$ cat src/rtl/mips_prog_loader.sv
// mips_prog_loader: receives a framed byte stream, writes big-endian words into core memory
// from address 0, holds the core while loading and starts it after a good checksum.
module mips_prog_loader #(
  parameter int ADDR_W = 10
) (
  input  logic              clk,
  input  logic              rst,
  input  logic              rx_valid,
  input  logic [7:0]        rx_data,
  output logic              rx_ready,
  output logic              mem_we,
  output logic [ADDR_W-1:0] mem_addr,
  output logic [31:0]       mem_wdata,
  output logic              cpu_hold,
  output logic              cpu_start,
  input  logic              halted_in,
  output logic              load_done,
  output logic              load_err
);
  typedef enum logic [2:0] {IDLE, LEN_HI, LEN_LO, DATA, CSUM, DONE, RUN, ERR} state_t;
  localparam logic [16:0] MAX_N = 17'd1 << ADDR_W;
  state_t state, state_n;
  logic fire, hdr, last_byte;
  logic [7:0] n_hi, acc;
  logic [15:0] n, idx, len;
  logic [1:0] bcnt;
  logic [23:0] sr;
  assign rx_ready = state != DONE && state != RUN;
  assign cpu_start = state == DONE;
  assign fire = rx_valid && rx_ready;
  assign hdr = fire && (state == IDLE || state == ERR) && rx_data == 8'hA5;
  assign len = {n_hi, rx_data};
  assign last_byte = fire && state == DATA && bcnt == 2'd3;
  always_comb begin
    state_n = state;
    case (state)
      IDLE, ERR: state_n = hdr ? LEN_HI : state;
      LEN_HI:    state_n = fire ? LEN_LO : state;
      LEN_LO:    state_n = !fire ? state : {1'b0, len} > MAX_N ? ERR : len == 16'd0 ? CSUM : DATA;
      DATA:      state_n = last_byte && idx == n - 16'd1 ? CSUM : state;
      CSUM:      state_n = !fire ? state : rx_data == acc ? DONE : ERR;
      DONE:      state_n = RUN;
      RUN:       state_n = halted_in ? IDLE : state;
      default:   state_n = IDLE;
    endcase
  end
  always_ff @(posedge clk or posedge rst)
    if (rst) state <= IDLE;
    else state <= state_n;
  always_ff @(posedge clk or posedge rst) begin
    if (rst) begin
      cpu_hold <= 1'b1;
      load_done <= 1'b0;
      load_err <= 1'b0;
      mem_we <= 1'b0;
      mem_addr <= '0;
      mem_wdata <= '0;
      n_hi <= '0;
      acc <= '0;
      n <= '0;
      idx <= '0;
      bcnt <= '0;
      sr <= '0;
    end else begin
      mem_we <= last_byte;
      if (hdr) begin
        acc <= '0;
        load_done <= 1'b0;
        load_err <= 1'b0;
      end else if (fire && (state == LEN_HI || state == LEN_LO || state == DATA))
        acc <= acc ^ rx_data;
      if (fire && state == LEN_HI) n_hi <= rx_data;
      if (fire && state == LEN_LO) begin
        n <= len;
        idx <= '0;
        bcnt <= '0;
      end
      // bcnt wraps 3->0 on its own, so word boundaries need no bubble
      if (fire && state == DATA) begin
        sr <= {sr[15:0], rx_data};
        bcnt <= bcnt + 2'd1;
        if (bcnt == 2'd3) begin
          mem_addr <= idx[ADDR_W-1:0];
          mem_wdata <= {sr, rx_data};
          idx <= idx + 16'd1;
        end
      end
      if (state_n == ERR && state != ERR) load_err <= 1'b1;
      if (state_n == DONE) begin
        cpu_hold <= 1'b0;
        load_done <= 1'b1;
      end
      if (state == RUN && halted_in) cpu_hold <= 1'b1;
    end
  end
endmodule

$ cat config.mk
export PLATFORM = sky130hd
export DESIGN_NAME = mips_prog_loader
export DESIGN_NICKNAME = d
export VERILOG_FILES = /design/src/rtl/mips_prog_loader.sv
export SDC_FILE = /design/constraint.sdc
export NUM_CORES = 1
export LEC_CHECK = 0
export ABC_AREA = 1
export BUFFER_PORTS_ARGS = -buffer_cell sky130_fd_sc_hd__buf_2
export CORE_ASPECT_RATIO = 1.5
export CORE_MARGIN = 4
export CORE_UTILIZATION = 60
export DETAILED_ROUTE_END_ITERATION = 12
export PLACE_DENSITY = 0.81
export SLEW_MARGIN = 25
export SYNTH_ARGS = -nofsm -noshare
export SYNTH_HDL_FRONTEND = slang
export SYNTH_SLANG_ARGS = --single-unit
$ cat constraint.sdc
create_clock -name clk -period 9.42 [get_ports clk]
set_clock_uncertainty 0.2 [all_clocks]
set_input_delay 0.471 -clock clk [delete_from_list [all_inputs] [get_ports clk]]
set_output_delay 0.471 -clock clk [all_outputs]
set_load 0.02 [all_outputs]
==> impl_metrics.csv, run 1 <==
group,metric,value,unit
run_status,status,"finished, violations left",
run_status,failing_checks,"negative hold slack",
synth,synth-xor-area-share,2.58,%
drt,first_iter_violations,298,
sta,totalNegativeSetupSlack,0,ns
sta,period_utilization,31.5,%
synth,postSynthCellCount,717,
sta,pnr_worst_setup_slack,6.46,ns
synth,synth-simple-area-share,26.6,%
floorplan,placementRows,43,
synth,avgSynthCellArea,8.05,um2
clock_tree,h-tree-depth,4,
worst_setup_path,critPathLaunchType,"flip-flop",
min_path,min_path_type,"input pin to async pin",
drt,drt-pass1-iter-count,5,
drt,antenna_nets_post_route,0,
floorplan,floorplan.initialDensity,62.0,%
synth,synth_cell_type_count,34,
floorplan,fp.coreArea,9310,um2
sta,final_critical_delay_including_setup_and_external_delays,2.96,ns
clock_tree,number_of_cts_inserted_buffers,17,
synth,synth_async_sr_flop_share,100,%
placement,numPortBuffers,59,
global_route,gr_util_all_layers,25.6,%
drt,post-route-drc-count,0,
clock_tree,ctsResizeCount,0,
global_route,initial_antenna_violation_count,0,
layout,fin_nets,788,
synth,synth_compound_gate_area_share,10.1,%
layout,syn2layout_area_growth,16.1,%
floorplan,chipHeight,128,um
layout,final_layout_size_suffix_gt1_share,13.9,%
worst_setup_path,crit-reg2reg-launch,"state[1]$_DFF_PP0_",
drt,avgViaCountPerCell,5.47,
sta,worst_slew_pin_slew,0.814,ns
layout,finish.cell_count_without_fillers,898,
placement,place_worst_setup_slack,6.46,ns
placement,detailed_place_hpwl,9230,um
worst_setup_path,startpoint_of_the_worst_setup_timing_path,"state[1]$_DFF_PP0_",
placement,place_congestion,0.945,
placement,place.detailed.instances,866,
pwr,power_per_cell_area,307,nW/um2
drt,route.final.wire_length,13300,um
pwr,p_leak,3.45,nW
drt,num_vias,4910,
floorplan,design.portCount,60,
flow_run,maxCapViolCount,0,
sta,max_freq,338,MHz
sta,finalMaxSlewViolations,0,
synth,ys_seq_area_share,53.3,%
synth,synth.area.mux_share,0.347,%
clock_tree,clk_latency,0.41,ns
clock_tree,clockBufferDepth,2,
sta,hold_viol,51,
synth,synth_enable_flop_cells,0,
floorplan,floorplan.die_area,11300,um2
synth,yosys.area_share.adder,0.650,%
layout,nFillCells,708,
drt,routed_wire_length_per_instance,14.8,um
synth,synth.ff_latch_count,123,
clock_tree,postCtsHoldBufs,0,
global_route,grt_first_pass_wirelength,22200,um
sta,fin_hold_ws,-0.0144,ns
layout,postLayoutCoreUtil,72.0,%
floorplan,dieWidth,88.1,um
clock_tree,tritoncts_clock_tree,"built",
global_route,first_global_vias,4832,
layout,diodes,0,
global_route,global_route.overflow_total,0,
worst_setup_path,critPathKind,"flip-flop to flip-flop",
worst_setup_path,timing.critical_path.required,9.56,ns
layout,multi_input_comb_area,2320,um2
pwr,power.ir.vdd_worst,0.192,mV
clock_tree,clock_sink_count,123,
clock_tree,buffer_cell_driving_the_clock_tree_root,"sky130_fd_sc_hd__clkbuf_16",
synth,dominant_combinational_cell_family_by_area_after_synthesis,"simple AND/OR/NAND/NOR gates",
clock_tree,clk_pin_slew_worst_paths,0.06,ns
clock_tree,setup_bufs_post_cts,0,
synth,post_synthesis_cell_area,5770,um2
sta,slew_headroom,45.8,%
sta,grt_setup_unrepaired,"false",
worst_setup_path,cp-end-kind,"flip-flop",
global_route,maximum_number_of_pins_on_one_net_before_global_route_repair,82,
layout,register_area,3080,um2
sta,setup_violations,0,
worst_setup_path,critical_path_data_arrival_time,3.11,ns
worst_setup_path,crit_path_max_fanout,26,
synth,syn_nets,732,
synth,dominantRegCellSynth,"sky130_fd_sc_hd__dfrtp_1",
synth,synth.yosys.warnings,0,
## through the flow
step | total power, mW | area (um2) | hold slack [ns]
detailed placement | 1.44 | 6130 | 0.260
global placement | 1.41 | 6130 | 0.257
finish | 2.06 | 6700 | -0.0144
global route | 2.20 | 6700 | 0.0416
CTS | 2.06 | 6700 | 0.00538
floorplan | 1.25 | 5770 | 0.242
## worst paths after layout
path,endpoint,slack (ns),depth (start not counted)
max,cpu_hold$_DFFE_PP1P_,6.46,10
min,mem_addr[5]$_DFFE_PP0P_,-0.01,2
max reg2reg,cpu_hold$_DFFE_PP1P_,6.46,10
min reg2reg,mem_wdata[24]$_DFFE_PP0P_,0.27,2
max in group asynchronous,mem_wdata[19]$_DFFE_PP0P_,7.78,3
min in group clk,cpu_hold$_DFFE_PP1P_,0.11,3
## power breakdown
group          switching (mW)  internal [mW]
Combinational           0.423          0.219
Sequential              0.118          0.681
Clock                   0.250          0.368
Total                   0.791           1.27
## critical path, cell delays in order (launching register included)
cell and delay [ns]:
sky130_fd_sc_hd__dfrtp_1 0.41, sky130_fd_sc_hd__inv_1 0.10, sky130_fd_sc_hd__nor2_1 0.17, sky130_fd_sc_hd__nand2_1 0.13, sky130_fd_sc_hd__nor2_4 0.40, sky130_fd_sc_hd__clkinv_1 0.69
sky130_fd_sc_hd__o21a_1 0.41, sky130_fd_sc_hd__nand2_1 0.07, sky130_fd_sc_hd__nand3_1 0.08, sky130_fd_sc_hd__o21bai_1 0.14, sky130_fd_sc_hd__nand2_1 0.06
## cell usage after synthesis, types with 2 or more instances
cell | n | area (um2)
sky130_fd_sc_hd__clkbuf_1 | 20 | 75.1
sky130_fd_sc_hd__nor4_1 | 4 | 25.0
sky130_fd_sc_hd__dfrtp_1 | 122 | 3050
sky130_fd_sc_hd__nand3_1 | 41 | 205
sky130_fd_sc_hd__nand4_1 | 5 | 31.3
sky130_fd_sc_hd__buf_1 | 2 | 7.51
sky130_fd_sc_hd__xnor2_1 | 9 | 78.8
sky130_fd_sc_hd__o21ai_0 | 95 | 475
sky130_fd_sc_hd__xor2_1 | 8 | 70.1
sky130_fd_sc_hd__nand3b_1 | 4 | 30.0
sky130_fd_sc_hd__and2_1 | 2 | 12.5
sky130_fd_sc_hd__o31ai_1 | 2 | 15.0
sky130_fd_sc_hd__ha_1 | 3 | 37.5
sky130_fd_sc_hd__nand3_2 | 2 | 20.0
sky130_fd_sc_hd__nand2_1 | 237 | 890
sky130_fd_sc_hd__a21oi_1 | 7 | 35.0
sky130_fd_sc_hd__nor3_1 | 10 | 50.1
sky130_fd_sc_hd__clkinv_1 | 2 | 7.51
sky130_fd_sc_hd__nor2_4 | 3 | 33.8
sky130_fd_sc_hd__mux2i_1 | 2 | 20.0
sky130_fd_sc_hd__nor2_1 | 45 | 169
sky130_fd_sc_hd__o21bai_1 | 2 | 15.0
sky130_fd_sc_hd__inv_1 | 73 | 274
sky130_fd_sc_hd__nor2_2 | 7 | 43.8
## area by class of cell
type / count / share of cell area, %
Tap cell: 112 / 2.09
Sequential cell: 123 / 45.9
Clock buffer: 18 / 6.40
Multi-Input combinational cell: 495 / 34.6
Inverter: 75 / 4.24
Clock inverter: 14 / 2.05
Timing Repair Buffer: 61 / 4.63
## cell usage in the layout (no fill, tap or decap), types with 8 or more instances in the layout
| cell type | count |
|---|---|
| sky130_fd_sc_hd__buf_2 | 59 |
| sky130_fd_sc_hd__clkbuf_16 | 17 |
| sky130_fd_sc_hd__dfrtp_1 | 122 |
| sky130_fd_sc_hd__inv_1 | 72 |
| sky130_fd_sc_hd__nand2_1 | 237 |
| sky130_fd_sc_hd__nand3_1 | 41 |
| sky130_fd_sc_hd__nor2_1 | 45 |
| sky130_fd_sc_hd__nor3_1 | 10 |
| sky130_fd_sc_hd__o21ai_0 | 95 |
| sky130_fd_sc_hd__xnor2_1 | 9 |
| sky130_fd_sc_hd__xor2_1 | 8 |
## flip-flops by register name (all words and copies together) (netlist names)
register   cells
mem_wdata     32
sr            24
cpu_hold       1
mem_addr      10
load_err       1
n_hi           8
n             16
acc            8
bcnt           2
load_done      1
mem_we         1
state          3
idx           16
## cells by family after synthesis
| family | after synthesis |
|---|---|
| multiplexers | 2 |
| XOR/XNOR | 17 |
| AND/OR/NAND/NOR | 362 |
| buffers and inverters | 99 |
| AO/OA/AOI/OAI | 111 |
| adder cells (fa/ha/maj) | 3 |
| flip-flops | 123 |
## metal layers
layer	global-route usage (%)	vias up	wire, um
li1	-	2395	-
met2	44.1	170	6810
met5	0	-	0
met4	12.1	0	440
met3	5.72	41	655
met1	29.8	2304	5400
(Power assumes the default switching activity.)
==> run 2, diff against run 1 <==
--- a/config.mk
+++ b/config.mk
@@ -5,13 +5,13 @@
 export SDC_FILE = /design/constraint.sdc
 export NUM_CORES = 1
 export LEC_CHECK = 0
-export ABC_AREA = 1
+export ABC_AREA = 0
 export BUFFER_PORTS_ARGS = -buffer_cell sky130_fd_sc_hd__buf_2
 export CORE_ASPECT_RATIO = 1.5
 export CORE_MARGIN = 4
-export CORE_UTILIZATION = 60
+export CORE_UTILIZATION = 53
 export DETAILED_ROUTE_END_ITERATION = 12
-export PLACE_DENSITY = 0.81
+export PLACE_DENSITY = 0.76
 export SLEW_MARGIN = 25
 export SYNTH_ARGS = -nofsm -noshare
 export SYNTH_HDL_FRONTEND = slang
==> constraint.sdc (replaced) <==
create_clock -name clk -period 2.7 [get_ports clk]
set_clock_uncertainty 0.2 [all_clocks]
set_input_delay 0.135 -clock clk [delete_from_list [all_inputs] [get_ports clk]]
set_output_delay 0.135 -clock clk [all_outputs]
set_load 0.02 [all_outputs]
==> impl_metrics.csv, run 2 <==
group,metric,value,unit
pwr,p_leak,3.69,nW
sta,final_critical_delay_including_setup_and_external_delays,2.78,ns
clock_tree,tritoncts_clock_tree,"built",
drt,num_vias,4959,
run_status,failing_checks,"negative setup slack",
layout,final_layout_size_suffix_gt1_share,21.2,%
layout,top_library_cells_by_usage_in_the_layout_fill_and_taps_aside,"sky130_fd_sc_hd__nand2_1 (268), sky130_fd_sc_hd__dfrtp_1 (122), sky130_fd_sc_hd__buf_2 (59)",
synth,syn_nets,672,
sta,period_utilization,103,%
synth,dominantRegCellSynth,"sky130_fd_sc_hd__dfrtp_1",
worst_setup_path,crit_path_max_fanout,4,
synth,ys_seq_area_share,53.0,%
worst_setup_path,critical_r2r_capture,"state[1]$_DFF_PP0_",
min_path,min_path_type,"input pin to flip-flop",
layout,top_reg_by_flops,"mem_wdata",
synth,synth_async_sr_flop_share,100,%
clock_tree,buffer_cell_driving_the_clock_tree_root,"sky130_fd_sc_hd__clkbuf_16",
clock_tree,clock_sink_count,123,
global_route,initial_antenna_violation_count,0,
min_path,hold_path_startpoint,"rx_valid",
worst_setup_path,timing.critical_path.required,2.80,ns
placement,place_worst_setup_slack,-0.101,ns
drt,drt-pass1-iter-count,5,
layout,syn2layout_area_growth,24.5,%
global_route,grt_first_pass_wirelength,24900,um
clock_tree,clockBufferDepth,2,
synth,synth_enable_flop_cells,0,
synth,synth_top_area_share,52.5,%
floorplan,placementRows,46,
synth,post_synth_most_frequent_cells,"sky130_fd_sc_hd__nand2_1 (268), sky130_fd_sc_hd__dfrtp_1 (122), sky130_fd_sc_hd__nor2_1 (29)",
drt,antenna_nets_post_route,0,
clock_tree,clk_latency,0.42,ns
drt,routed_wire_length_per_instance,16.3,um
floorplan,dieWidth,93.5,um
sta,fin_hold_ws,0.0225,ns
layout,postLayoutCoreUtil,67.9,%
pwr,power.ir.vdd_worst,0.762,mV
worst_setup_path,crit-reg2reg-launch,"n[1]$_DFFE_PP0P_",
synth,postSynthCellCount,657,
layout,largest_register_ffs,32,
worst_setup_path,rrSetupSlack,-0.08,ns
worst_setup_path,rr_worst_depth,9,
drt,avgViaCountPerCell,5.44,
synth,synth.yosys.warnings,0,
sta,worst_slew_pin_slew,0.732,ns
flow_run,maxCapViolCount,0,
worst_setup_path,cp-end-kind,"flip-flop",
synth,post-synth-top-count-cell,"sky130_fd_sc_hd__nand2_1",
synth,synth_cell_type_count,61,
global_route,first_global_vias,5036,
synth,post-synth-top-area-cell,"sky130_fd_sc_hd__dfrtp_1",
synth,avgSynthCellArea,8.84,um2
sta,grt_setup_unrepaired,"true",
placement,detailed_place_hpwl,10100,um
sta,totalNegativeSetupSlack,-0.145,ns
worst_setup_path,critPathKind,"flip-flop to flip-flop",
worst_setup_path,critical_path_data_arrival_time,2.88,ns
synth,post_synthesis_cell_area,5810,um2
run_status,status,"finished, violations left",
pwr,power_per_cell_area,1030,nW/um2
sta,setup_violations,3,
floorplan,fp.coreArea,10600,um2
drt,post-route-drc-count,0,
min_path,min_path_cells,3,
global_route,global_route.overflow_total,0,
layout,diodes,0,
floorplan,design.portCount,60,
synth,synth.ff_latch_count,123,
layout,top_regs,"mem_wdata (32), sr (24)",
global_route,gr_util_all_layers,25.4,%
drt,first_iter_violations,305,
floorplan,floorplan.die_area,12700,um2
worst_setup_path,critPathLaunchType,"flip-flop",
floorplan,floorplan.initialDensity,54.6,%
clock_tree,clk_pin_slew_worst_paths,0.06,ns
synth,synth_top_cells_by_area,"sky130_fd_sc_hd__dfrtp_1 (53%), sky130_fd_sc_hd__nand2_1 (17%), sky130_fd_sc_hd__xor2_1 (3.2%), sky130_fd_sc_hd__xnor2_1 (2.3%), sky130_fd_sc_hd__nor2_1 (1.9%)",
layout,mostFrequentLayoutCell,"sky130_fd_sc_hd__nand2_1",
sta,hold_viol,0,
global_route,maximum_number_of_pins_on_one_net_before_global_route_repair,58,
clock_tree,h-tree-depth,4,
clock_tree,number_of_cts_inserted_buffers,17,
min_path,hold_path_end,"bcnt[1]$_DFFE_PP0P_",
layout,fin_nets,770,
drt,route.final.wire_length,14800,um
floorplan,chipHeight,136,um
sta,finalMaxSlewViolations,0,
sta,slew_headroom,51.1,%
sta,pnr_worst_setup_slack,-0.0789,ns
placement,numPortBuffers,59,
sta,max_freq,360,MHz
placement,place_congestion,0.901,
-- run 2: cell count changes after synthesis, sizes merged, moves of 8 or more --
cell / delta
o21ai: -74
nand3: -26
xor2: +13
nor2: -26
inv: -61
mux2: +9
nand2: +30
o211ai: +8
-- run 2: logic make-up after synthesis --
family / after synthesis / share of synthesized area (%)
AND/OR/NAND/NOR: 370 / 27.7
flip-flops: 123 / 53.0
AO/OA/AOI/OAI: 67 / 7.92
buffers and inverters: 48 / 3.40
XOR/XNOR: 36 / 5.43
multiplexers: 10 / 1.92
adder cells (fa/ha/maj): 3 / 0.646
-- run 2: area by class of cell --
class	instances	area (um2)
well taps	144	180
repair buffers	114	758
inverters	13	52.6
fillers	825	3410
flip-flops and latches	123	3080
clock inverters	13	143
clock buffers	19	443
multi-input cells	486	2580
-- run 2: metal layers --
layer	global-route usage [%]	part of all wire, %
met3	5.98	4.0
met5	0	0
met1	29.4	39
met4	10.1	1.8
met2	44.8	55
-- run 2: report_power, final --
group,internal [mW],switching (mW)
registers,2.33,0.422
clock network,1.38,0.852
logic,1.06,1.39
-- run 2: worst max path at each step --
stage / to / startpoint / cells past startpoint
after global routing: state[1]$_DFF_PP0_ / n[1]$_DFFE_PP0P_ / 10
after global placement: state[1]$_DFF_PP0_ / n[1]$_DFFE_PP0P_ / 9
after CTS: load_err$_DFFE_PP0P_ / n[0]$_DFFE_PP0P_ / 7
after detailed placement: load_err$_DFFE_PP0P_ / n[0]$_DFFE_PP0P_ / 7
after floorplan: state[1]$_DFF_PP0_ / n[0]$_DFFE_PP0P_ / 9
final: state[1]$_DFF_PP0_ / n[1]$_DFFE_PP0P_ / 9
-- run 2: timing repair --
item | in CTS | in global routing
hold buffers | 10 | 0
buffers inserted | 2 | 2
pin swaps | 1 | 8
gates resized for setup | 2 | 5
setup endpoints to repair | 4 | 6
endpoints found under the hold margin | 64 | 0
-- run 2: critical path, cell delays in order (launching register included) --
cell and delay, ns:
sky130_fd_sc_hd__dfrtp_1 0.41, sky130_fd_sc_hd__inv_2 0.09, sky130_fd_sc_hd__ha_4 0.13, sky130_fd_sc_hd__or4b_4 0.47, sky130_fd_sc_hd__or3_4 0.35, sky130_fd_sc_hd__xor2_1 0.15
sky130_fd_sc_hd__a221oi_2 0.26, sky130_fd_sc_hd__a41oi_2 0.10, sky130_fd_sc_hd__o31a_1 0.29, sky130_fd_sc_hd__a31o_1 0.21
-- run 2: per-stage QoR --
stage	power, mW	cells	area [um2]
global placement	4.99	866	6490
CTS	7.40	910	7190
detailed placement	5.07	866	6490
finish	7.44	912	7230
global route	7.88	912	7230
floorplan	4.27	657	5830
==> run 3, diff against run 2 <==
--- a/config.mk
+++ b/config.mk
@@ -12,6 +12,7 @@
 export CORE_UTILIZATION = 53
 export DETAILED_ROUTE_END_ITERATION = 12
 export PLACE_DENSITY = 0.76
+export SKIP_CTS_REPAIR_TIMING = 1
 export SLEW_MARGIN = 25
 export SYNTH_ARGS = -nofsm -noshare
 export SYNTH_HDL_FRONTEND = slang
==> impl_metrics.csv, run 3 (same netlist as run 2, synthesis figures left out) <==
group,metric,value,unit
run_status,status,"finished, violations left",
run_status,failing_checks,"negative setup slack",
layout,mostFrequentLayoutCell,"sky130_fd_sc_hd__nand2_1",
layout,diodes,0,
drt,post-route-drc-count,0,
clock_tree,clk_latency,0.42,ns
layout,finish.cell_count_without_fillers,913,
global_route,grt_first_pass_wirelength,24600,um
floorplan,floorplan.die_area,12700,um2
pwr,switching_power,2.68,mW
layout,top_regs,"mem_wdata (32), sr (24)",
worst_setup_path,critical_r2r_capture,"state[1]$_DFF_PP0_",
floorplan,floorplan.initialDensity,54.6,%
worst_setup_path,timing.critical_path.required,2.80,ns
sta,final_critical_delay_including_setup_and_external_delays,2.80,ns
global_route,maximum_number_of_pins_on_one_net_before_global_route_repair,58,
sta,period_utilization,104,%
sta,max_freq,357,MHz
layout,postLayoutCoreUtil,68.1,%
clock_tree,h-tree-depth,4,
layout,syn2layout_area_growth,24.8,%
worst_setup_path,rr_worst_depth,9,
global_route,initial_antenna_violation_count,0,
worst_setup_path,crit_path_max_fanout,4,
clock_tree,number_of_cts_inserted_buffers,17,
placement,numPortBuffers,59,
pwr,p_leak,3.70,nW
pwr,cell_internal_pwr,4.79,mW
worst_setup_path,rrSetupSlack,-0.10,ns
worst_setup_path,startpoint_of_the_worst_setup_timing_path,"n[1]$_DFFE_PP0P_",
layout,nFillCells,834,
drt,num_vias,4954,
drt,first_iter_violations,245,
layout,fin_nets,771,
drt,route.final.wire_length,14800,um
worst_setup_path,crit-reg2reg-launch,"n[1]$_DFFE_PP0P_",
global_route,global_route.overflow_total,0,
sta,worst_slew_pin_slew,0.728,ns
clock_tree,clk_pin_slew_worst_paths,0.05,ns
sta,pnr_worst_setup_slack,-0.104,ns
global_route,gr_util_all_layers,25.0,%
pwr,switching_power_as_a_share_of_total_power,35.8,%
floorplan,dieWidth,93.5,um
pwr,power.ir.vdd_worst,0.759,mV
min_path,min_path_type,"input pin to flip-flop",
clock_tree,buffer_cell_driving_the_clock_tree_root,"sky130_fd_sc_hd__clkbuf_16",
clock_tree,tritoncts_clock_tree,"built",
global_route,first_global_vias,4964,
pwr,seq_power_share,36.8,%
drt,avgViaCountPerCell,5.43,
placement,place_congestion,0.901,
placement,place_worst_setup_slack,-0.101,ns
worst_setup_path,critical_path_data_arrival_time,2.90,ns
layout,top_reg_by_flops,"mem_wdata",
sta,slew_headroom,51.4,%
placement,place.detailed.instances,866,
flow_run,maxCapViolCount,0,
pwr,power_per_cell_area,1030,nW/um2
layout,final_layout_size_suffix_gt1_share,21.6,%
pwr,combinationalPowerShare,33.2,%
floorplan,design.portCount,60,
floorplan,placementRows,46,
worst_setup_path,critPathLaunchType,"flip-flop",
sta,finalMaxSlewViolations,0,
placement,detailed_place_hpwl,10100,um
worst_setup_path,critPathKind,"flip-flop to flip-flop",
clock_tree,clock_sink_count,123,
drt,antenna_nets_post_route,0,
sta,hold_viol,0,
worst_setup_path,cp-end-kind,"flip-flop",
drt,drt-pass1-iter-count,6,
layout,top_library_cells_by_usage_in_the_layout_fill_and_taps_aside,"sky130_fd_sc_hd__nand2_1 (268), sky130_fd_sc_hd__dfrtp_1 (122), sky130_fd_sc_hd__buf_2 (59)",
floorplan,chipHeight,136,um
drt,routed_wire_length_per_instance,16.2,um
pwr,power.clock.fraction,30.0,%
min_path,min_path_cells,3,
sta,setup_violations,3,
floorplan,fp.coreArea,10600,um2
layout,largest_register_ffs,32,
clock_tree,clockBufferDepth,2,
worst_setup_path,critPathCapture,"state[1]$_DFF_PP0_",
sta,grt_setup_unrepaired,"true",
run 3: cell count changes in the layout (fill, tap and decap cells not counted):
cell	change
sky130_fd_sc_hd__a2111oi_2	+1
sky130_fd_sc_hd__a21oi_1	-2
sky130_fd_sc_hd__a21oi_2	+2
sky130_fd_sc_hd__buf_6	+1
sky130_fd_sc_hd__a41oi_2	-1
sky130_fd_sc_hd__a2111oi_0	-1
sky130_fd_sc_hd__a41oi_1	+1
run 3: cell type report:
type / count / area (um2) / area share (%)
repair buffers: 115 / 769 / 10.6
flip-flops and latches: 123 / 3080 / 42.5
clock buffers: 19 / 443 / 6.11
multi-input cells: 486 / 2580 / 35.6
well taps: 144 / 180 / 2.48
clock inverters: 13 / 143 / 1.97
inverters: 13 / 52.6 / 0.725
run 3: worst min-delay path by stage:
stage	start	end	slack (ns)
detailed placement	rst	mem_addr[1]$_DFFE_PP0P_	0.09
finish	rx_valid	bcnt[1]$_DFFE_PP0P_	0.02
CTS	rst	mem_addr[1]$_DFFE_PP0P_	-0.35
global route	rx_valid	bcnt[1]$_DFFE_PP0P_	0.03
global placement	rst	mem_addr[1]$_DFFE_PP0P_	0.08
floorplan	rx_data[1]	mem_wdata[1]$_DFFE_PP0P_	0.04
run 3: critical path, stage by stage, from the launching register on:
cell,delay (ns)
sky130_fd_sc_hd__dfrtp_1,0.41
sky130_fd_sc_hd__inv_2,0.09
sky130_fd_sc_hd__ha_4,0.13
sky130_fd_sc_hd__or4b_4,0.47
sky130_fd_sc_hd__or3_4,0.35
sky130_fd_sc_hd__xor2_1,0.16
sky130_fd_sc_hd__a221oi_2,0.27
sky130_fd_sc_hd__a41oi_2,0.10
sky130_fd_sc_hd__o31a_1,0.29
sky130_fd_sc_hd__a31o_1,0.21
run 3: routing by layer:
layer	vias to the layer above	global-route usage [%]	share of wire [%]
li1	2378	-	-
met1	2413	29.2	39
met2	130	43.9	55
met3	33	5.98	4.0
met4	0	9.78	2.0
met5	-	0	0
run 3: power by group through the flow:
stage / registers (mW) / logic, mW / clock network [mW]
2_1_floorplan: 2.77 / 1.50 / 0
3_3_place_gp: 2.73 / 2.26 / 0
3_5_place_dp: 2.76 / 2.31 / 0
4_1_cts: 2.74 / 2.35 / 2.28
5_1_grt: 2.81 / 2.72 / 2.36
6_report: 2.75 / 2.48 / 2.24
run 3: metrics by stage:
| step | total power, mW | setup TNS, ns | hold slack (ns) | cell area (um2) |
|---|---|---|---|---|
| 5_1_grt | 7.89 | -0.498 | 0.0251 | 7250 |
| 3_5_place_dp | 5.07 | -0.205 | 0.0908 | 6490 |
| 4_1_cts | 7.36 | -0.211 | -0.348 | 7070 |
| 2_1_floorplan | 4.27 | -0.00313 | 0.0404 | 5830 |
| 3_3_place_gp | 4.99 | 0 | 0.0823 | 6490 |
| 6_report | 7.47 | -0.210 | 0.0220 | 7250 |
